File: config.mk
export PLATFORM = sky130hd
export DESIGN_NAME = text_render_scheduler
export DESIGN_NICKNAME = d
export VERILOG_FILES = /design/src/rtl/text_render_scheduler.sv
export SDC_FILE = /design/constraint.sdc
export NUM_CORES = 1
export LEC_CHECK = 0
export ABC_AREA = 1
export BUFFER_PORTS_ARGS = -buffer_cell sky130_fd_sc_hd__buf_2
export CORE_MARGIN = 2
export CORE_UTILIZATION = 40
export DETAILED_ROUTE_END_ITERATION = 6
export PLACE_DENSITY = 0.6
export SETUP_SLACK_MARGIN = 0.4
export SLEW_MARGIN = 15
export SYNTH_ARGS = -nofsm -noshare
export SYNTH_HDL_FRONTEND = slang
export SYNTH_SLANG_ARGS = --single-unit
File: constraint.sdc
create_clock -name clk -period 2.9 [get_ports clk]
set_input_delay 0.145 -clock clk [delete_from_list [all_inputs] [get_ports clk]]
set_output_delay 0.145 -clock clk [all_outputs]
set_load 0.02 [all_outputs]
File: src/rtl/text_render_scheduler.sv
// Console redraw sequencer: walks every text cell row-major, fetches {bg,fg,char},
// applies the cursor overlay, kicks the font renderer and streams glyph rows to the writer.
module text_render_scheduler #(
  parameter int CONSOLE_LINES        = 24,
  parameter int CONSOLE_COLUMNS      = 80,
  parameter int COLOR_NUMBERS_BITS   = 4,
  parameter int HEIGHT_PER_CHARACTER = 12,
  parameter int FONT_LATENCY         = 2,
  parameter int BLINK_LOG2           = 5
) (
  input  logic                          clk,
  input  logic                          rst,
  input  logic                          start,
  input  logic [15:0]                   cursorPosition,
  input  logic [3:0]                    cursorStates,
  output logic                          busy,
  output logic                          done,
  output logic                          text_rd,
  output logic [11:0]                   text_addr,
  input  logic [15:0]                   text_data,
  output logic                          font_req,
  output logic [7:0]                    char_out,
  output logic [COLOR_NUMBERS_BITS-1:0] fg_out,
  output logic [COLOR_NUMBERS_BITS-1:0] bg_out,
  output logic                          wr_valid,
  input  logic                          wr_ready,
  output logic [6:0]                    wr_cell_x,
  output logic [4:0]                    wr_cell_y,
  output logic [3:0]                    wr_row
);

  typedef enum logic [2:0] {
    IDLE, FETCH, LATCH, WAIT_FONT, WRITE, NEXT, DONE
  } stateType;

  localparam logic [6:0] LAST_COL       = 7'(CONSOLE_COLUMNS - 1);
  localparam logic [4:0] LAST_ROW       = 5'(CONSOLE_LINES - 1);
  localparam logic [3:0] LAST_GLYPH_ROW = 4'(HEIGHT_PER_CHARACTER - 1);
  localparam logic [7:0] LAST_WAIT      = 8'(FONT_LATENCY - 1);

  stateType              state;
  logic [6:0]            col;
  logic [4:0]            row;
  logic [7:0]            waitCnt;
  logic [BLINK_LOG2-1:0] frameCnt;
  logic [7:0]            curRow;
  logic [7:0]            curCol;
  logic [3:0]            curMode;

  logic [COLOR_NUMBERS_BITS-1:0] cellFg;
  logic [COLOR_NUMBERS_BITS-1:0] cellBg;
  logic cursorHere;
  logic cursorVisible;
  logic swapColours;

  assign cellFg = text_data[8 +: COLOR_NUMBERS_BITS];
  assign cellBg = text_data[12 +: COLOR_NUMBERS_BITS];

  // Zero-extended compare: a cursor outside the console can never match a cell.
  assign cursorHere    = (curRow == {3'b000, row}) && (curCol == {1'b0, col});
  assign cursorVisible = (curMode ==? 4'b??10) ||
                         ((curMode ==? 4'b??00) && !frameCnt[BLINK_LOG2-1]);
  assign swapColours   = cursorHere && cursorVisible;

  assign wr_cell_x = col;
  assign wr_cell_y = row;

  // NOTE: every register in this block uses <= so all state updates land together at the edge.
  always_ff @(posedge clk or negedge rst) begin
    if (!rst) begin
      state     <= IDLE;
      col       <= '0;
      row       <= '0;
      waitCnt   <= '0;
      frameCnt  <= '0;
      curRow    <= '0;
      curCol    <= '0;
      curMode   <= '0;
      busy      <= 1'b0;
      done      <= 1'b0;
      text_rd   <= 1'b0;
      text_addr <= '0;
      font_req  <= 1'b0;
      char_out  <= '0;
      fg_out    <= '0;
      bg_out    <= '0;
      wr_valid  <= 1'b0;
      wr_row    <= '0;
    end else begin
      unique case (state)
        IDLE: begin
          if (start) begin
            curRow    <= cursorPosition[15:8];
            curCol    <= cursorPosition[7:0];
            curMode   <= cursorStates;
            col       <= '0;
            row       <= '0;
            text_addr <= '0;
            busy      <= 1'b1;
            text_rd   <= 1'b1;
            state     <= FETCH;
          end
        end
        FETCH: begin
          text_rd <= 1'b0;
          state   <= LATCH;
        end
        LATCH: begin
          char_out <= text_data[7:0];
          fg_out   <= swapColours ? cellBg : cellFg;
          bg_out   <= swapColours ? cellFg : cellBg;
          font_req <= 1'b1;
          waitCnt  <= '0;
          state    <= WAIT_FONT;
        end
        WAIT_FONT: begin
          font_req <= 1'b0;
          if (waitCnt == LAST_WAIT) begin
            wr_valid <= 1'b1;
            wr_row   <= '0;
            state    <= WRITE;
          end else begin
            waitCnt <= waitCnt + 8'd1;
          end
        end
        WRITE: begin
          // wr_valid is held for the whole state, so wr_ready alone marks the handshake.
          if (wr_ready) begin
            if (wr_row == LAST_GLYPH_ROW) begin
              wr_valid <= 1'b0;
              wr_row   <= '0;
              state    <= NEXT;
            end else begin
              wr_row <= wr_row + 4'd1;
            end
          end
        end
        NEXT: begin
          if (col == LAST_COL && row == LAST_ROW) begin
            col       <= '0;
            row       <= '0;
            text_addr <= '0;
            done      <= 1'b1;
            state     <= DONE;
          end else begin
            if (col == LAST_COL) begin
              col <= '0;
              row <= row + 5'd1;
            end else begin
              col <= col + 7'd1;
            end
            text_addr <= text_addr + 12'd1;
            text_rd   <= 1'b1;
            state     <= FETCH;
          end
        end
        DONE: begin
          done     <= 1'b0;
          busy     <= 1'b0;
          frameCnt <= frameCnt + 1'b1;
          state    <= IDLE;
        end
        default: state <= IDLE;
      endcase
    end
  end

endmodule

==> summary.txt <==
Clock network
  – H-tree depth: 3
  – Clock transition at the registers of the reported paths: around 90 ps
  – Cts bufs inserted: 9
  – CTS tree: done
  – Worst-Skew Late Latency: about 350 ps
  – Max Root-Sink Buffers: 2
  – Setup Fix Bufs, Post-CTS: 0
  – Root Driver: clkbuf_8
  – Clk sink count: 83

Power
  – Pwr dens: 846 nW/um^2
  – VDD IR-drop max: between 300 and 400 uV
  – Leakage: roughly 2.6 nW

Timing
  – Post-layout min period: between 1500 and 2000 ps
  – RSZ-0062 raised after global routing: false
  – Clock skew: around 6.8 ps
  – Setup violators final: 0
  – Max-slew violation count: 0
  – Maximum clock rate: approximately 540 MHz
  – Final Hold Fails: 0
  – Slew @ Worst Pin: just over 700 ps
  – Max-Slew Margin vs Limit: approximately half
  – Crit share post-route: between 60 and 70%
  – Setup TNS: 0 ps

Setup path
  – Worst Path Required: 3140 ps
  – Crit path launch type: flop
  – Worst setup EP type: flop
  – Largest stage delay, worst path: roughly 500 ps
  – Cells along the critical path: nor3_2, nand2_4, nand2_8, o21ai_4, o21ai_0, a21oi_1
  – Critical Path AT: around 2100 ps
  – Worst-path fanout max: 32
  – Cell family with most CP delay: simple AND/OR/NAND/NOR gates
  – Worst path bufs/invs: 0
  – Highest-delay cell along the critical path: dfrtp_1
  – Kind of critical path: reg2reg

Detailed routing
  – Number of DRC markers in iteration 0: around 170
  – Drt first pass iters: 4
  – Final antenna-violating net count: 0
  – Average wire per standard cell: 12.8 um
  – Vias/cell: about 4.8
  – DRC viols: 0
  – Vias: ~3700
  – Drt total wl: roughly 9.7 mm

Synthesis
  – Synth Cell Area: between 4000 and 5000 um^2
  – Number of synthesized register bits: 83
  – XOR/XNOR Fraction of Synth Area: ~3.3%
  – Ranking of synthesized cells by area: dfrtp_1, nand2_1, inv_1, nand3_1, nor2_1
  – Register area share after synthesis: 48.8%
  – Largest family of logic cells by synthesized area: simple AND/OR/NAND/NOR gates
  – Post-synthesis mux area share: 1.94%
  – Post-Synth Adder-Cell Area: between 2 and 2.5%
  – Syn Area/Cell: 8.24 um^2
  – Syn Inst Count: between 500 and 600
  – Syn nets: 563
  – Count leader, synth: nand2_1
  – Post-synth top flop: dfrtp_1
  – Share of the synthesized area in the top cell type: between 40% and 50%
  – Area leader, netlist: dfrtp_1
  – Post-synth ARST share: 100%
  – Synth Area in Compound Gates: under 10%
  – Top cells by count, synth: nand2_1, dfrtp_1, inv_1
  – Synth warnings: 0
  – Post-Synth Simple-Gate Area: between 20 and 30%
  – Distinct cell type count after synthesis: 39
  – Post-synth EDFFs: 0

Placement
  – GP Congestion: roughly 0.83
  – Port Buffers: between 80 and 90
  – DP Cell Count: 733
  – Hpwl dp: slightly above 7 mm

Layout
  – Fillers: 1024
  – Syn-to-layout area delta: 19.3%
  – FF/Latch Area: roughly 2100 um^2
  – Multi-input gate area: 1880 um^2
  – Fraction of layout cells with a size suffix above 1: about 23%
  – Non-filler cells, final: about 760
  – Nets: 664
  – Diodes inserted: 0

Die
  – Cell Rows: 37
  – Initial Util: between 40% and 50%
  – Die extent in x: 107 um
  – Die footprint: between 10000 and 15000 um^2
  – I/O Pins: 89
  – Core area: between 10000 and 15000 um^2
  – Vert. Die Dim: roughly 110 um

Global route
  – Pin count of the biggest net entering global routing: 57
  – Total GRT Usage: roughly 18%
  – First-pass GRT wire length: around 16 mm
  – Gr ovfl total: 0
  – Antenna violations before repair: 0
  – Number of global-route vias before repair: ~3500

Run
  – Max-Cap Viols: 0

Status
  – Outcome: finished clean

Worst hold path
  – Hold Crit Class: in2reg
## per-layer routing
layer	up-vias	part of all wire [%]	global-route usage [%]	wire length, um
met4	0	2.8	8.26	275
met2	82	46	27.0	4420
met3	22	3.5	2.61	340
met5	-	0	0	0
li1	1856	-	-	-
met1	1709	48	24.5	4630
## cells by family after synthesis
kind of cell | count (synthesis)
buffers and inverters | 72
adder cells (fa/ha/maj) | 7
AND/OR/NAND/NOR | 268
flip-flops | 83
XOR/XNOR | 16
multiplexers | 6
AO/OA/AOI/OAI | 64
## sequential cells by signal, summed over array words and instances, names as in the netlist, 4 cells and up
signal	cells
text_addr	12
bg_out	4
wr_cell_x	7
curRow	8
curCol	8
waitCnt	8
wr_cell_y	5
char_out	8
frameCnt	5
fg_out	4
wr_row	4
## per-stage QoR
step                cell area, um^2  worst slack, ps  total power [mW]  util, %  hold slack (ps)
finish                         5070             1040              4.29     49.1             22.6
global route                   5070              854              4.65     49.1             11.5
CTS                            5070             1010              4.36     49.1             5.18
detailed placement             4820             1040              3.61     46.7              255
global placement               4820             1070              3.56     46.7              258
floorplan                      4250             1290              3.09        -             -151
## report_power, final
part           internal (mW)  switching, mW  total [mW]
Clock                  0.307          0.415       0.722
Sequential              1.53          0.301        1.83
Combinational          0.612           1.13        1.74
## cells in the final DEF (no fill, tap or decap), types with 2 or more instances in the layout
cell type	n
a21oi_1	20
buf_2	85
buf_4	3
clkbuf_1	2
clkbuf_8	9
clkinv_2	4
clkinvlp_4	2
dfrtp_1	83
dlygate4sd3_1	9
ha_1	7
inv_1	56
inv_2	7
mux2_2	2
mux2_4	4
nand2_1	151
nand2_2	5
nand2_4	2
nand3_1	40
nand4_1	9
nor2_1	39
nor2_2	4
nor2_4	5
nor3_1	7
o21ai_0	21
o21ai_1	7
o22ai_1	10
xnor2_1	6
xor2_1	10
## layout make-up
cell class / count / share of cell area, %
inverter: 65 / 4.88
clock inverter: 5 / 0.592
sequential: 83 / 40.9
multi-input combinational: 361 / 37.0
clock buffer: 11 / 2.59
timing repair buffer: 97 / 10.6
tap: 136 / 3.35
## worst paths after layout
| kind | start | end | slack [ps] | cells after the start |
|---|---|---|---|---|
| min in group asynchronous | rst | busy | 400 | 2 |
| worst max register to register | state[2] | wr_cell_y[2] | 1040 | 6 |
| worst max-delay path | state[2] | wr_cell_y[2] | 1040 | 6 |
| worst min register to register | char_out[1] | char_out[1] | 480 | 2 |
| max in group asynchronous | rst | fg_out[2] | 1800 | 3 |
| worst min-delay path | cursorPosition[4] | curCol[4] | 20 | 2 |
## repair_timing
action / in CTS / in global routing
hold buffers: 9 / 0
hold endpoints to repair: 62 / 0
endpoints found under the setup margin: 0 / 0
gates resized for setup: 0 / 0
Power figures use the tool's default switching activity.
